==> config.mk <==
export PLATFORM = sky130hd
export DESIGN_NAME = sevenseg_capture_flat
export DESIGN_NICKNAME = d
export VERILOG_FILES = /design/src/rtl/sevenseg_pkg.sv /design/src/rtl/sevenseg_capture_if.sv /design/src/rtl/seg_decode.sv /design/src/rtl/sevenseg_capture.sv /design/src/flat_wrapper.sv
export SDC_FILE = /design/constraint.sdc
export NUM_CORES = 1
export LEC_CHECK = 0
export CAP_MARGIN = 0
export CELL_PAD_IN_SITES_DETAIL_PLACEMENT = 0
export CELL_PAD_IN_SITES_GLOBAL_PLACEMENT = 1
export CORE_MARGIN = 2
export CORE_UTILIZATION = 45
export DETAILED_ROUTE_END_ITERATION = 10
export PLACE_DENSITY = 0.94
export SLEW_MARGIN = 30
export SYNTH_ARGS = -nofsm -noshare
export SYNTH_HDL_FRONTEND = slang
export SYNTH_SLANG_ARGS = --single-unit
==> constraint.sdc <==
create_clock -name clk -period 7.25 [get_ports clk]
set_clock_uncertainty 0.15 [all_clocks]
set_input_delay 1.0875 -clock clk [delete_from_list [all_inputs] [get_ports clk]]
set_output_delay 1.0875 -clock clk [all_outputs]
set_load 0.02 [all_outputs]
==> src/rtl/sevenseg_pkg.sv <==
// Shared seven-segment definitions for the display encoder and the capture
// monitor: segment patterns for hex digits 0..F, segment bit positions within
// a {a,b,c,d,e,f,g} pattern, and the capture FSM state type.
package sevenseg_pkg;

  localparam int SEG_W = 7;  // pattern width, {a,b,c,d,e,f,g}
  localparam int CNT_W = 4;  // stability counter width, holds up to 15

  // Bit index of each segment inside a pattern.
  localparam int SEG_A_BIT = 6;
  localparam int SEG_B_BIT = 5;
  localparam int SEG_C_BIT = 4;
  localparam int SEG_D_BIT = 3;
  localparam int SEG_E_BIT = 2;
  localparam int SEG_F_BIT = 1;
  localparam int SEG_G_BIT = 0;

  // Active-high patterns, {a,b,c,d,e,f,g}.
  localparam logic [SEG_W-1:0] SEG_0 = 7'b1111110;
  localparam logic [SEG_W-1:0] SEG_1 = 7'b0110000;
  localparam logic [SEG_W-1:0] SEG_2 = 7'b1101101;
  localparam logic [SEG_W-1:0] SEG_3 = 7'b1111001;
  localparam logic [SEG_W-1:0] SEG_4 = 7'b0110011;
  localparam logic [SEG_W-1:0] SEG_5 = 7'b1011011;
  localparam logic [SEG_W-1:0] SEG_6 = 7'b1011111;
  localparam logic [SEG_W-1:0] SEG_7 = 7'b1110000;
  localparam logic [SEG_W-1:0] SEG_8 = 7'b1111111;
  localparam logic [SEG_W-1:0] SEG_9 = 7'b1111011;
  localparam logic [SEG_W-1:0] SEG_A = 7'b1110111;
  localparam logic [SEG_W-1:0] SEG_B = 7'b0011111;
  localparam logic [SEG_W-1:0] SEG_C = 7'b1001110;
  localparam logic [SEG_W-1:0] SEG_D = 7'b0111101;
  localparam logic [SEG_W-1:0] SEG_E = 7'b1001111;
  localparam logic [SEG_W-1:0] SEG_F = 7'b1000111;

  // ST_WAIT: counting a fresh pair; ST_HOLD: pair already committed.
  typedef enum logic {
    ST_WAIT = 1'b0,
    ST_HOLD = 1'b1
  } cap_state_e;

endpackage

==> src/rtl/sevenseg_capture_if.sv <==
// Display-bus bundle between a seven-segment source and the capture monitor.
//   sel         digit select, one-hot active-high, all-zero = blanking
//   segments    {a,b,c,d,e,f,g}, active-high
//   clr_err     clears the sticky error flag
//   digits_o    recovered nibbles, digit i at [4i+3:4i]
//   valid_mask  bit i set while digit i holds a validly decoded value
//   frame_valid one-cycle pulse once every digit has been captured
//   err         sticky: undecodable pattern or multi-hot select
// master drives the display bus, slave is the capture monitor.
interface sevenseg_capture_if
  import sevenseg_pkg::*;
#(
  parameter int DIGITS = 4
);

  logic [DIGITS-1:0]   sel;
  logic [SEG_W-1:0]    segments;
  logic                clr_err;
  logic [4*DIGITS-1:0] digits_o;
  logic [DIGITS-1:0]   valid_mask;
  logic                frame_valid;
  logic                err;

  modport master (
    output sel, segments, clr_err,
    input  digits_o, valid_mask, frame_valid, err
  );

  modport slave (
    input  sel, segments, clr_err,
    output digits_o, valid_mask, frame_valid, err
  );

endinterface

==> src/rtl/seg_decode.sv <==
// Combinational inverse of the seven-segment encoder.
//   pattern_i  7-bit {a,b,c,d,e,f,g} pattern
//   valid_o    1 when the pattern is one of the sixteen hex glyphs
//   nibble_o   decoded hex value (0 when invalid)
module seg_decode
  import sevenseg_pkg::*;
(
  input  logic [SEG_W-1:0] pattern_i,
  output logic             valid_o,
  output logic [3:0]       nibble_o
);

  always_comb begin
    // NOTE: outputs get defaults before the case so no path infers a latch.
    valid_o  = 1'b1;
    nibble_o = 4'h0;
    case (pattern_i)
      SEG_0:   nibble_o = 4'h0;
      SEG_1:   nibble_o = 4'h1;
      SEG_2:   nibble_o = 4'h2;
      SEG_3:   nibble_o = 4'h3;
      SEG_4:   nibble_o = 4'h4;
      SEG_5:   nibble_o = 4'h5;
      SEG_6:   nibble_o = 4'h6;
      SEG_7:   nibble_o = 4'h7;
      SEG_8:   nibble_o = 4'h8;
      SEG_9:   nibble_o = 4'h9;
      SEG_A:   nibble_o = 4'hA;
      SEG_B:   nibble_o = 4'hB;
      SEG_C:   nibble_o = 4'hC;
      SEG_D:   nibble_o = 4'hD;
      SEG_E:   nibble_o = 4'hE;
      SEG_F:   nibble_o = 4'hF;
      default: valid_o  = 1'b0;
    endcase
  end

endmodule

==> src/rtl/sevenseg_capture.sv <==
// Seven-segment display bus monitor. Samples {sel, segments} every cycle,
// requires STABLE identical consecutive samples before accepting a pair,
// then decodes it into the selected digit register. Tracks which digits
// have been seen to pulse frame_valid once per complete frame, and flags
// undecodable patterns or multi-hot selects on a sticky err.
//   clk, rst_n  clock, asynchronous active-low reset
//   bus         slave side of sevenseg_capture_if (display bus in,
//               recovered digits / status out)
// DIGITS: digit positions. STABLE: samples to accept a pair (2..15).
module sevenseg_capture
  import sevenseg_pkg::*;
#(
  parameter int DIGITS = 4,
  parameter int STABLE = 3
) (
  input logic                 clk,
  input logic                 rst_n,
  sevenseg_capture_if.slave   bus
);

  localparam int                SW       = DIGITS + SEG_W;
  localparam logic [CNT_W-1:0]  STABLE_C = CNT_W'(STABLE);

  logic [SW-1:0]           sample;
  logic [SW-1:0]           s_q, s_d;
  logic [CNT_W-1:0]        cnt_q, cnt_d;
  cap_state_e              state_q, state_d;
  logic [DIGITS-1:0][3:0]  digits_q, digits_d;
  logic [DIGITS-1:0]       valid_q, valid_d;
  logic [DIGITS-1:0]       seen_q, seen_d;
  logic                    frame_q, frame_d;
  logic                    err_q, err_d;

  logic [DIGITS-1:0]       s_sel;
  logic [SEG_W-1:0]        s_seg;
  logic                    sel_zero;
  logic                    sel_multi;
  logic                    commit_en;
  logic                    dec_valid;
  logic [3:0]              dec_nibble;

  assign sample = {bus.sel, bus.segments};
  assign s_sel  = s_q[SW-1:SEG_W];
  assign s_seg  = s_q[SEG_W-1:0];

  // x & (x-1) clears the lowest set bit; anything left means two or more.
  assign sel_zero  = (s_sel == '0);
  assign sel_multi = ((s_sel & (s_sel - DIGITS'(1))) != '0);

  // Commit fires exactly once per stable window: the edge after the count
  // reaches STABLE, and only while not yet in HOLD. It looks only at the
  // registered sample, so an input change on that same edge cannot cancel it.
  assign commit_en = (state_q == ST_WAIT) && (cnt_q == STABLE_C);

  seg_decode u_decode (
    .pattern_i (s_seg),
    .valid_o   (dec_valid),
    .nibble_o  (dec_nibble)
  );

  always_comb begin
    s_d      = s_q;
    cnt_d    = cnt_q;
    state_d  = state_q;
    digits_d = digits_q;
    valid_d  = valid_q;
    seen_d   = seen_q;
    frame_d  = 1'b0;
    err_d    = err_q;

    // Clear first so an error commit below on the same edge overrides it.
    if (bus.clr_err) err_d = 1'b0;

    if (sample != s_q) begin
      s_d     = sample;
      cnt_d   = CNT_W'(1);
      state_d = ST_WAIT;
    end else begin
      if (cnt_q != STABLE_C) cnt_d = cnt_q + CNT_W'(1);
      if (commit_en) state_d = ST_HOLD;
    end

    if (commit_en && !sel_zero) begin
      if (sel_multi) begin
        err_d = 1'b1;
      end else begin
        for (int i = 0; i < DIGITS; i++) begin
          if (s_sel[i]) begin
            if (dec_valid) begin
              digits_d[i] = dec_nibble;
              valid_d[i]  = 1'b1;
              seen_d[i]   = 1'b1;
            end else begin
              valid_d[i]  = 1'b0;
              seen_d[i]   = 1'b0;
            end
          end
        end
        if (!dec_valid) err_d = 1'b1;
        // Only a commit that completes the set pulses; seen restarts with it.
        if (&seen_d) begin
          frame_d = 1'b1;
          seen_d  = '0;
        end
      end
    end
  end

  // NOTE: the digit registers are reset along with the rest of the state so
  // a reset mid-window leaves no stale digits visible.
  always_ff @(posedge clk or negedge rst_n) begin
    if (!rst_n) begin
      s_q      <= '0;
      cnt_q    <= '0;
      state_q  <= ST_WAIT;
      digits_q <= '0;
      valid_q  <= '0;
      seen_q   <= '0;
      frame_q  <= 1'b0;
      err_q    <= 1'b0;
    end else begin
      // NOTE: non-blocking so every register updates from pre-edge values.
      s_q      <= s_d;
      cnt_q    <= cnt_d;
      state_q  <= state_d;
      digits_q <= digits_d;
      valid_q  <= valid_d;
      seen_q   <= seen_d;
      frame_q  <= frame_d;
      err_q    <= err_d;
    end
  end

  assign bus.digits_o    = digits_q;
  assign bus.valid_mask  = valid_q;
  assign bus.frame_valid = frame_q;
  assign bus.err         = err_q;

endmodule

==> src/flat_wrapper.sv <==
// flat-port wrapper written by rule: the top's interface ports become plain ports
module sevenseg_capture_flat import sevenseg_pkg::*;
#(
  parameter int DIGITS = 4,
  parameter int STABLE = 3
)
  (clk, rst_n, bus_sel, bus_segments, bus_clr_err, bus_digits_o, bus_valid_mask, bus_frame_valid, bus_err);
  sevenseg_capture_if #(.DIGITS(DIGITS)) bus_i ();
  input logic clk;
  input logic rst_n;
  input wire logic [$bits(bus_i.sel)-1:0] bus_sel;
  input wire logic [$bits(bus_i.segments)-1:0] bus_segments;
  input wire logic [$bits(bus_i.clr_err)-1:0] bus_clr_err;
  output wire logic [$bits(bus_i.digits_o)-1:0] bus_digits_o;
  output wire logic [$bits(bus_i.valid_mask)-1:0] bus_valid_mask;
  output wire logic [$bits(bus_i.frame_valid)-1:0] bus_frame_valid;
  output wire logic [$bits(bus_i.err)-1:0] bus_err;
  assign bus_i.sel = bus_sel;
  assign bus_i.segments = bus_segments;
  assign bus_i.clr_err = bus_clr_err;
  assign bus_digits_o = bus_i.digits_o;
  assign bus_valid_mask = bus_i.valid_mask;
  assign bus_frame_valid = bus_i.frame_valid;
  assign bus_err = bus_i.err;
  sevenseg_capture #(.DIGITS(DIGITS), .STABLE(STABLE)) u_core (.clk(clk), .rst_n(rst_n), .bus(bus_i));
endmodule
**Word-level counts from Yosys, hierarchy flattened**

Cells that the tools add are included.
Widths: inputs -> output; s select.

- $add $sub $neg: 2
- Eq/ne operators: 19
- Muxes and demuxes: 27
- Bitwise logic cells: 3
- Reduce and logical (&&, ||, !) cells: 18

Operators with widths:

| operator | count |
|---|---|
| $eq 7x7->1 const B | 12 |
| $pmux 4 s15 | 1 |
| $mux 1 | 23 |
| $eq 7x6->1 const B | 3 |
| $reduce_and 4->1 | 5 |
| $reduce_or 16->1 | 1 |
| $mux 4 | 3 |
| $reduce_and 3->1 | 4 |
| $ne 11x11->1 | 1 |
| $eq 7x5->1 const B | 1 |
| $add 4x1->4 const B | 1 |
| $and 4x4->4 | 1 |
| $eq 4x2->1 const B | 1 |
| $logic_not 4->1 | 1 |
| $ne 4x2->1 const B | 1 |
| $reduce_bool 2->1 | 2 |
| $reduce_bool 4->1 | 1 |
| $sub 4x1->4 const B | 1 |
| $logic_and 1x1->1 | 2 |
| $not 1->1 | 2 |
| $reduce_and 2->1 | 1 |
| $logic_not 1->1 | 1 |

- Flip-flop bits (word level): 42
- Input bits: 14
- Output and inout bits: 22
- Logic and storage cells: 83

**Longest topological paths before layout**

Gate-level depths: netlist of the first run.

- Depth in word-level cells: 11
- Gate-level depth with buffers: 7

**Hierarchy**

Synthesis of the first run repeated with hierarchy kept, for this count alone.

- Cell total of the unflattened synthesis: 201
- Area, all modules: 2183.3 um^2

By module, submodules not included:

| module | instances | cells each | area an instance (um^2) | seq. area each (um^2) |
|---|---|---|---|---|
| sevenseg_capture | 1 | 149 | 1849.3 | 1051.0 |
| seg_decode | 1 | 52 | 334.1 | 0.0 |

**Worst setup path after synthesis of the first run**

Ideal clock, no wire load.

- Kind: register to register
- From: reg u_core.cnt_q[0]
- To: reg u_core.digits_q (netlist bit u_core.bus.digits_o[0])
- Setup time: 125 ps
- Arrival: 2220 ps
- Data required time: 6975 ps
- Path slack: 4755 ps
- Stages on the path, launching flop included: 7
- Buffers on the path: 0
- Cell sequence: dfrtp_1 -> ha_1 -> or3b_2 -> nor3_1 -> nand3_1 -> a31oi_2 -> mux2_2

- Cells in the longest elaborated chain, start to end: 4

Ends and longest elaborated chain:

| item | RTL line | text |
|---|---|---|
| start: declaration | sevenseg_capture.sv:26 | `logic [CNT_W-1:0] cnt_q, cnt_d;` |
| start signal: assignment | sevenseg_capture.sv:124 | `cnt_q <= cnt_d;` |
| $eq 4x2->1 | sevenseg_capture.sv:53 | `assign commit_en = (state_q == ST_WAIT) && (cnt_q == STABLE_C);` |
| $logic_and 1x1->1 | sevenseg_capture.sv:53 |  |
| $logic_and 1x1->1 | sevenseg_capture.sv:83 | `if (commit_en && !sel_zero) begin` |
| $reduce_and 4->1 (no source line) | -- |  |
| end signal: assignment | sevenseg_capture.sv:126 | `digits_q <= digits_d;` |
| end: declaration | sevenseg_capture.sv:28 | `logic [DIGITS-1:0][3:0] digits_q, digits_d;` |

Every way passes these cells.
A chain may end at the register's enable or synchronous reset.

**Worst setup path in the final report of the first run**

- From: reg u_core.cnt_q[0]
- To: reg u_core.digits_q (netlist bit u_core.bus.digits_o[3])

The elaborated chain is that of the path after synthesis.

==> impl_metrics.env, run 1 <==
export IMPL_grt_pass1_vias=1531
export IMPL_clk_pin_slew_ns=0.08
export IMPL_cts_buffers=5
export IMPL_hp_class="reg2reg"
export IMPL_insertedDiodeCount=0
export IMPL_initial_core_util_pct=47.03
export IMPL_clock_sinks=42
export IMPL_yosys_warnings=0
export IMPL_cp_cell_sequence="ha_1, or3b_2, nor3_1, nand3_1, a31oi_2, mux2_2"
export IMPL_htree_levels=2
export IMPL_nets=241
export IMPL_clock_latency_ns=0.29
export IMPL_seq_power_share_pct=52.8
export IMPL_register_area_um2=1051
export IMPL_tns_ns=0
export IMPL_critPathMaxFanout=6
export IMPL_powerDensity_nw_per_um2=175.0
export IMPL_vias=1660
export IMPL_drt_iter0_drc=113
export IMPL_maxCapViolCount=0
export IMPL_cts_tree="done"
export IMPL_cp_end_kind="flop"
export IMPL_dieArea_um2=5549
export IMPL_setup_worst_path_start_class="flop"
export IMPL_cts_hold_buf=0
export IMPL_die_h_um=74.49
export IMPL_grt_pass1_wl_um=7610
export IMPL_rows=25
export IMPL_power_internal_w=0.0003637
export IMPL_synth_cells=207
export IMPL_grt_max_degree=43
export IMPL_synth_edf_count=0
export IMPL_clock_power_share_pct=39.9
export IMPL_ys_seq_area_share_pct=47.01
export IMPL_crit_buf_inv=0
export IMPL_synthTopCellsByArea="dfrtp_1 47%, mux2_2 8.1%, xor2_1 4.7%"
export IMPL_hp_start="u_core.bus.valid_mask[1]"
export IMPL_cts_post_setup_buffers_inserted=0
export IMPL_r2r_start="u_core.cnt_q[0]"
export IMPL_antenna_found_initial=0
export IMPL_cp_slowest_stage_delay_ns=0.52
export IMPL_async_reset_ff_share_pct=100.0
export IMPL_setup_violations=0
export IMPL_synth_nets=222
export IMPL_grt_total_usage_pct=18.19
export IMPL_timing_final_crit_share_pct=38.97
export IMPL_grt_remaining_overflow=0
export IMPL_worst_pin_slew_ns=0.7938
export IMPL_gp_congestion=0.8226
export IMPL_fin_cells=293
export IMPL_timing_final_crit_period_ns=2.826
export IMPL_worstSetupPathType="reg2reg"
export IMPL_startpoint="u_core.cnt_q[0]"
export IMPL_ys_ff_latch=42
export IMPL_slew_headroom_pct=47.08
export IMPL_hold_depth=1
export IMPL_r2r_cells=6
export IMPL_worstPathRequired_ns=7.28
export IMPL_place_hpwl_um=3152
export IMPL_drc=0
export IMPL_power_total_w=0.0004701
export IMPL_cts_resized=0
export IMPL_swShare_pct=22.64
export IMPL_synth_most_common_cell="dfrtp_1"
export IMPL_timing_fmax_ghz=0.3539
export IMPL_core_um2=4755
export IMPL_synthTopCellsByCount="42 x dfrtp_1, 16 x mux2_2, 15 x clkbuf_1"
export IMPL_filler_cell_count=426
export IMPL_clockBufferDepth=2
export IMPL_path_depth=6
export IMPL_numPortBuffers=35
export IMPL_rsz0062_at_grt="false"
export IMPL_multiInputGateArea_um2=1080
export IMPL_via_per_inst=5.666
export IMPL_wl_per_cell_um=15.88
export IMPL_hold_viol_final=0
export IMPL_final_antenna_net_count=0
export IMPL_areaGrowthSynthToFinish_pct=20.15
export IMPL_yosys_area_top_type="dfrtp_1"
export IMPL_synth_top_area_share_pct=47.01
export IMPL_outcome="completed"
export IMPL_worst_hold_slack_ns=0.3391
export IMPL_p_comb_share_pct=7.4
export IMPL_dpl_cell_count=286
export IMPL_cpLargestDelayFamily="simple AND/OR/NAND/NOR gates"
export IMPL_synth_cell_type_count=52
export IMPL_synth_ff_type="dfrtp_1"
export IMPL_peakVddDrop_v=0.0001049
export IMPL_num_io_pins=36
export IMPL_final_max_slew_viol_count=0
export IMPL_synth_area_um2=2236
export IMPL_leakagePower_nw=1.109
export IMPL_wl_um=4652
export IMPL_slowest_stage="or3b_2"
export IMPL_drive_above_1_share_pct=14.60
export IMPL_dr_pass1_iters=4
export IMPL_dieWidth_um=74.49
export IMPL_p_sw_w=0.0001064
export IMPL_cp_data_arrival_time_ns=2.86
export IMPL_avgSynthCellArea_um2=10.80
export IMPL_ctsRootBufferMaster="clkbuf_8"
power groups by stage:
stage               Clock [W]  Sequential, W  Combinational, W
floorplan                   0       0.000244         0.0000276
global placement            0       0.000252         0.0000343
detailed placement          0       0.000252         0.0000345
CTS                  0.000191       0.000248         0.0000349
global route         0.000202       0.000249         0.0000386
finish               0.000187       0.000248         0.0000346
sequential cells by signal, summed over array words and instances, names as in the netlist:
register and count:
u_core.bus.digits_o 16, u_core.s_q 11, u_core.bus.valid_mask 4, u_core.cnt_q 4, u_core.seen_q 4, u_core.bus.err 1
u_core.bus.frame_valid 1, u_core.state_q 1
worst paths after layout:
kind	slack, ns	end
worst min-delay path	0.34	u_core.bus.valid_mask[1]
min in group asynchronous	0.62	u_core.cnt_q[1]
worst min register to register	0.34	u_core.bus.valid_mask[1]
worst max-delay path	4.42	u_core.bus.digits_o[3]
max in group asynchronous	5.96	u_core.s_q[2]
worst max register to register	4.42	u_core.bus.digits_o[3]
routing by layer:
metal  track usage, %  wire length [um]
met1            27.94              2372
met2            24.48              1942
met3            5.691               286
met4            5.357                51
met5                0                 0
worst register-to-register path, stage by stage (launching register included):
cell	delay, ns
dfrtp_1	0.39
ha_1	0.21
or3b_2	0.52
nor3_1	0.47
nand3_1	0.21
a31oi_2	0.37
mux2_2	0.38
cell usage in the layout (no fill, tap or decap), types with 2 or more instances in the layout:
| master | instances |
|---|---|
| inv_1 | 3 |
| o22a_1 | 2 |
| clkbuf_8 | 6 |
| a31oi_1 | 3 |
| a31oi_4 | 2 |
| nor4_1 | 3 |
| nand3b_1 | 2 |
| nor2b_1 | 4 |
| o211ai_1 | 2 |
| nor3_1 | 4 |
| mux2_2 | 16 |
| a21oi_1 | 4 |
| a41oi_1 | 2 |
| nand2b_1 | 5 |
| a221o_1 | 3 |
| or3b_2 | 3 |
| a31oi_2 | 2 |
| a21o_1 | 4 |
| nor2_1 | 6 |
| dfrtp_1 | 42 |
| nand4_1 | 4 |
| nor3b_1 | 5 |
| xor2_1 | 12 |
| nand3_1 | 11 |
| o21ai_0 | 4 |
| o21a_1 | 2 |
| nand2_1 | 8 |
| and2_1 | 5 |
| clkdlybuf4s50_1 | 34 |
kinds of logic (layout without fill, tap and decap cells):
family,Yosys count,after routing,synth area share [%]
AO/OA/AOI/OAI,42,42,16.56
XOR/XNOR,13,13,5.092
adder cells (fa/ha/maj),2,2,1.007
buffers and inverters,26,45,4.700
flip-flops,42,42,47.01
multiplexers,16,16,8.058
AND/OR/NAND/NOR,66,66,17.57
stage by stage:
| stage | utilization, % | cell area (um2) | worst slack, ns |
|---|---|---|---|
| 5_1_grt | 56.50 | 2686 | 4.260 |
| 4_1_cts | 56.45 | 2684 | 4.404 |
| 2_1_floorplan | - | 2236 | 4.755 |
| 3_5_place_dp | 54.08 | 2571 | 4.414 |
| 6_report | 56.50 | 2686 | 4.424 |
| 3_3_place_gp | 54.08 | 2571 | 4.449 |
area by class of cell:
type | instances | share of cell area (%)
Clock inverter | 1 | 1.118
Timing Repair Buffer | 35 | 12.95
Tap cell | 67 | 3.121
Sequential cell | 42 | 39.12
Clock buffer | 6 | 3.074
Inverter | 3 | 0.4192
Multi-Input combinational cell | 139 | 40.20
Note: power is estimated with default switching activity, not from simulation.
==> run 2, diff against run 1 <==
Settings changed: CORE_UTILIZATION 45 to 38, PLACE_DENSITY 0.94 to 0.85.
Clock period 7.25 ns to 2.55 ns, I/O delays scaled along.
==> run 2 against run 1 <==
  * The run now ends with hold timing left
  * Register-to-register slack worse by 4.3 ns
  * Fmax up 14%
  * Count of clock-buffer cells in the layout fell by 1
  * Hold slack worse by 0.35 ns
  * Wire length increased by 15%
  * Setup slack worse by 4.3 ns
  * Critical path depth unchanged
  * Highest routed layer unchanged
  * Clock power up 140%
  * Critical endpoint is now u_core.bus.digits_o[9]
  * Critical path type unchanged
  * Cell count grew 13%
  * Non-clock buffer count grew 32
  * Power increased to 2.7 times the previous value
==> impl_metrics.env, run 2 (synthesis results as in run 1) <==
export IMPL_worst_hold_slack_ns=-0.01182
export IMPL_seq_power_share_pct=53.9
export IMPL_grt_pass1_vias=1714
export IMPL_final_common_cell="dfrtp_1"
export IMPL_leakagePower_nw=1.252
export IMPL_cts_hold_buf=0
export IMPL_grt_remaining_overflow=0
export IMPL_swShare_pct=26.56
export IMPL_initial_core_util_pct=39.87
export IMPL_htree_levels=2
export IMPL_worstSetupPathType="reg2reg"
export IMPL_worstPathRequired_ns=2.59
export IMPL_areaGrowthSynthToFinish_pct=33.80
export IMPL_peakVddDrop_v=0.0002968
export IMPL_final_cell_mix="37 x dfrtp_1, 34 x clkdlybuf4s50_1, 32 x buf_4, 12 x mux2_2, 12 x xor2_1"
export IMPL_design_area_um2=2992
export IMPL_powerDensity_nw_per_um2=429.3
export IMPL_rsz0062_at_grt="true"
export IMPL_dieWidth_um=80.71
export IMPL_critPathMaxFanout=7
export IMPL_clock_latency_ns=0.30
export IMPL_maxCapViolCount=0
export IMPL_ff2ff_setup_slack_ns=0.08
export IMPL_dr_pass1_iters=4
export IMPL_dieArea_um2=6513
export IMPL_clock_power_share_pct=34.5
export IMPL_grt_max_degree=43
export IMPL_nets=273
export IMPL_drive_above_1_share_pct=29.73
export IMPL_clock_sinks=42
export IMPL_grt_pass1_wl_um=8625
export IMPL_wl_per_cell_um=16.20
export IMPL_power_internal_w=0.0009431
export IMPL_place_area_um2=2735
export IMPL_cp_end_kind="flop"
export IMPL_ctsRootBufferMaster="clkbuf_8"
export IMPL_timing_final_crit_share_pct=96.84
export IMPL_insertedDiodeCount=0
export IMPL_timing_final_crit_period_ns=2.469
export IMPL_num_io_pins=36
export IMPL_worst_pin_slew_ns=0.5523
export IMPL_die_h_um=80.71
export IMPL_final_util_pct=53.35
export IMPL_wl_um=5362
export IMPL_vias=1788
export IMPL_setup_worst_path_start_class="flop"
export IMPL_fin_ws_ns=0.08055
export IMPL_pre_cts_slack_ns=-0.001613
export IMPL_setup_violations=0
export IMPL_drc=0
export IMPL_antenna_found_initial=0
export IMPL_slew_headroom_pct=62.84
export IMPL_clockBufferDepth=2
export IMPL_gp_congestion=0.9156
export IMPL_final_antenna_net_count=0
export IMPL_timing_fmax_ghz=0.4049
export IMPL_hold_viol_final=15
export IMPL_clk_pin_slew_ns=0.09
export IMPL_drt_iter0_drc=155
export IMPL_violations="hold timing"
export IMPL_place_hpwl_um=3724
export IMPL_numPortBuffers=35
export IMPL_r2r_end="u_core.bus.digits_o[9]"
export IMPL_cp_data_arrival_time_ns=2.51
export IMPL_core_um2=5608
export IMPL_tns_ns=0
export IMPL_via_per_inst=5.402
export IMPL_r2r_cells=6
export IMPL_rows=27
export IMPL_cts_tree="done"
export IMPL_final_max_slew_viol_count=0
export IMPL_largest_reg_flops=16
export IMPL_cts_buffers=5
export IMPL_p_comb_share_pct=11.7
export IMPL_hp_class="in2async"
export IMPL_r2r_start="u_core.s_q[6]"
export IMPL_p_sw_w=0.0003411
export IMPL_grt_total_usage_pct=17.25
export IMPL_outcome="finished, violations left"
run 2: changes by cell type in the layout (fill, tap and decap cells not counted), sizes merged:
cell and change:
buf +32, bufinv -1, clkbuf -1, clkinv +1, clkinvlp +1, inv +1
run 2: stage by stage:
stage / std cells / power [W]
final: 331 / 0.001284
after CTS: 321 / 0.001283
after global placement: 312 / 0.0008380
after global routing: 331 / 0.001344
after detailed placement: 312 / 0.0008377
after floorplan: 207 / 0.0007720
run 2: worst max-delay path, cell delays in order, from the launching register on:
cell,delay (ns)
dfrtp_2,0.45
or3b_2,0.47
o211ai_1,0.31
a2111oi_4,0.18
buf_4,0.19
a31oi_4,0.29
mux2_4,0.33
run 2: what timing repair did:
action / 4_1_cts / 5_1_grt
endpoints found under the setup margin: 3 / 21
gates resized for setup: 0 / 19
pin swaps: 1 / 5
buffers inserted: 1 / 12
run 2: power by group through the flow:
stage                     clock network [W]  registers [W]  logic (W)
after floorplan                           0       0.000693  0.0000785
after global placement                    0       0.000704   0.000134
after detailed placement                  0       0.000704   0.000134
after CTS                          0.000456       0.000691   0.000136
after global routing               0.000486       0.000694   0.000164
final                              0.000442       0.000692   0.000150
run 2: cell type report:
cell class | instances | area [um2]
fill | 509 | 2616
clock buffer | 5 | 68.82
multi-input combinational | 139 | 1154
inverter | 3 | 11.26
tap | 72 | 90.09
clock inverter | 3 | 25.02
sequential | 42 | 1057
timing repair buffer | 67 | 585.6
run 2: worst max-delay path by stage:
stage	cells past startpoint	endpoint	slack [ns]	from
global placement	6	u_core.bus.digits_o[4]	0.02	u_core.s_q[4]
detailed placement	5	u_core.seen_q[1]	-0.002	u_core.s_q[4]
global route	7	u_core.bus.digits_o[11]	-0.03	u_core.s_q[5]
CTS	6	u_core.seen_q[0]	0.004	u_core.s_q[4]
floorplan	6	u_core.bus.digits_o[0]	0.06	u_core.cnt_q[0]
finish	6	u_core.bus.digits_o[9]	0.08	u_core.s_q[6]
run 2: metal layers:
layer	track usage (%)	share of wire [%]	wire length [um]	vias up
met1	23.98	45	2408	864
met4	4.068	1.1	57	0
met5	0	0	0	-
li1	-	-	-	854
met2	26.33	47	2507	63
met3	5.506	7.3	389	7
==> run 3, diff against run 2 <==
Settings changed: CORE_UTILIZATION 38 to 39, CTS_BUF_LIST from default to sky130_fd_sc_hd__clkbuf_8, PLACE_DENSITY 0.85 to 0.87, SKIP_LAST_GASP from default to 1.
==> run 3 against run 2 <==
  * The run now ends clean
  * Register-to-register slack about the same
  * Combinational power decreased by 3%
  * Global-route usage increased by 0.35 points
  * Power increased by 14%
  * Highest routed layer unchanged
==> impl_metrics.env, run 3 (synthesis results as in run 1) <==
export IMPL_num_io_pins=36
export IMPL_final_common_cell="dfrtp_1"
export IMPL_timing_final_crit_period_ns=2.482
export IMPL_hold_viol_final=0
export IMPL_seq_power_share_pct=47.1
export IMPL_slew_headroom_pct=60.52
export IMPL_final_max_slew_viol_count=0
export IMPL_via_per_inst=5.361
export IMPL_clock_power_share_pct=42.9
export IMPL_drc=0
export IMPL_numPortBuffers=35
export IMPL_drive_above_1_share_pct=25.49
export IMPL_clockBufferDepth=2
export IMPL_areaGrowthSynthToFinish_pct=33.41
export IMPL_fin_cells=327
export IMPL_wl_um=5234
export IMPL_antenna_found_initial=0
export IMPL_cts_buffers=5
export IMPL_vias=1753
export IMPL_hold_depth=1
export IMPL_largest_reg_flops=16
export IMPL_cp_cell_sequence="or3b_2, o211ai_1, a2111oi_4, buf_4, a31oi_4, mux2_2"
export IMPL_setup_violations=0
export IMPL_dieWidth_um=79.72
export IMPL_setup_worst_path_start_class="flop"
export IMPL_clk_pin_slew_ns=0.08
export IMPL_worstPathRequired_ns=2.59
export IMPL_register_area_um2=1052
export IMPL_initial_core_util_pct=40.60
export IMPL_pre_cts_slack_ns=0.01578
export IMPL_final_cell_mix="41 x dfrtp_1, 34 x clkdlybuf4s50_1, 27 x buf_4, 16 x mux2_2, 12 x xor2_1"
export IMPL_dieArea_um2=6354
export IMPL_insertedDiodeCount=0
export IMPL_dr_pass1_iters=4
export IMPL_htree_levels=2
export IMPL_r2r_start="u_core.s_q[6]"
export IMPL_swShare_pct=22.54
export IMPL_timing_fmax_ghz=0.4029
export IMPL_gp_congestion=0.8479
export IMPL_ctsRootBufferMaster="clkbuf_8"
export IMPL_grt_pass1_vias=1717
export IMPL_hp_class="reg2reg"
export IMPL_tns_ns=0
export IMPL_grt_max_degree=43
export IMPL_clock_latency_ns=0.30
export IMPL_whs_endpoint="u_core.bus.valid_mask[2]"
export IMPL_outcome="completed"
export IMPL_powerDensity_nw_per_um2=492.3
export IMPL_place_area_um2=2750
export IMPL_rsz0062_at_grt="true"
export IMPL_final_antenna_net_count=0
export IMPL_worst_hold_slack_ns=0.3439
export IMPL_multiInputGateArea_um2=1119
export IMPL_cts_tree="done"
export IMPL_worst_pin_slew_ns=0.5922
export IMPL_timing_final_crit_share_pct=97.34
export IMPL_peakVddDrop_v=0.0003036
export IMPL_worstSetupPathType="reg2reg"
export IMPL_rows=27
export IMPL_design_area_um2=2983
export IMPL_place_hpwl_um=3776
export IMPL_cp_data_arrival_time_ns=2.52
export IMPL_grt_total_usage_pct=17.60
export IMPL_clock_sinks=42
export IMPL_die_h_um=79.72
export IMPL_grt_remaining_overflow=0
export IMPL_p_sw_w=0.0003310
export IMPL_r2r_end="u_core.bus.digits_o[1]"
export IMPL_grt_pass1_wl_um=8514
export IMPL_cp_end_kind="flop"
export IMPL_filler_cell_count=480
export IMPL_critPathMaxFanout=7
export IMPL_cp_slowest_stage_delay_ns=0.49
export IMPL_wl_per_cell_um=16.01
export IMPL_dpl_cell_count=314
export IMPL_drt_iter0_drc=96
export IMPL_slowest_stage="or3b_2"
export IMPL_leakagePower_nw=1.259
export IMPL_maxCapViolCount=0
export IMPL_core_um2=5507
export IMPL_r2r_cells=6
export IMPL_ff2ff_setup_slack_ns=0.07
export IMPL_p_comb_share_pct=9.9
export IMPL_fin_ws_ns=0.06790
export IMPL_power_internal_w=0.001138
export IMPL_hp_start="u_core.bus.valid_mask[2]"
export IMPL_nets=269
[run 3: per-layer routing]
metal | part of all wire, % | global-route usage [%]
met1 | 44 | 23.31
met2 | 47 | 27.48
met3 | 8.1 | 5.995
met4 | 1.3 | 4.828
met5 | 0 | 0
[run 3: worst max-delay path by stage]
stage                    startpoint                     end  slack, ns
floorplan           u_core.cnt_q[0]  u_core.bus.digits_o[0]       0.06
global placement      u_core.s_q[3]        u_core.seen_q[3]       0.06
detailed placement    u_core.s_q[3]        u_core.seen_q[1]       0.02
CTS                   u_core.s_q[3]  u_core.bus.digits_o[1]      0.006
global route          u_core.s_q[4]  u_core.bus.digits_o[1]      -0.01
finish                u_core.s_q[6]  u_core.bus.digits_o[1]       0.07
[run 3: final cells by class]
cell class / instances / area share [%]
tap: 72 / 3.020
clock buffer: 5 / 2.307
multi-input combinational: 139 / 37.50
inverter: 3 / 0.3775
sequential: 42 / 35.28
clock inverter: 3 / 2.307
timing repair buffer: 63 / 19.21
[run 3: power by group through the flow]
stage                     Sequential [W]  Clock (W)  Combinational, W
after floorplan                 0.000693          0         0.0000785
after global placement          0.000704          0          0.000136
after detailed placement        0.000704          0          0.000136
after CTS                       0.000691   0.000647          0.000141
after global routing            0.000695   0.000676          0.000159
final                           0.000692   0.000631          0.000146
[run 3: repair_timing]
item	CTS	global route
buffers inserted	2	2
setup endpoints to repair	1	19
endpoints found under the hold margin	0	42
pin swaps	1	1
resized for setup	0	7
hold buffers	0	1
[run 3: metrics by stage]
step / util [%] / power [W]
finish: 54.17 / 0.001469
detailed placement: 49.94 / 0.0008400
global placement: 49.94 / 0.0008402
global route: 54.17 / 0.001530
CTS: 52.94 / 0.001479
floorplan: - / 0.0007720
[run 3: worst max-delay path: cells and delay by family, from the launching register on]
kind,cells,cell delay [ns]
simple gates,1,0.49
mux,1,0.38
buf+inv,1,0.18
compound gates,3,0.72
flops,1,0.46
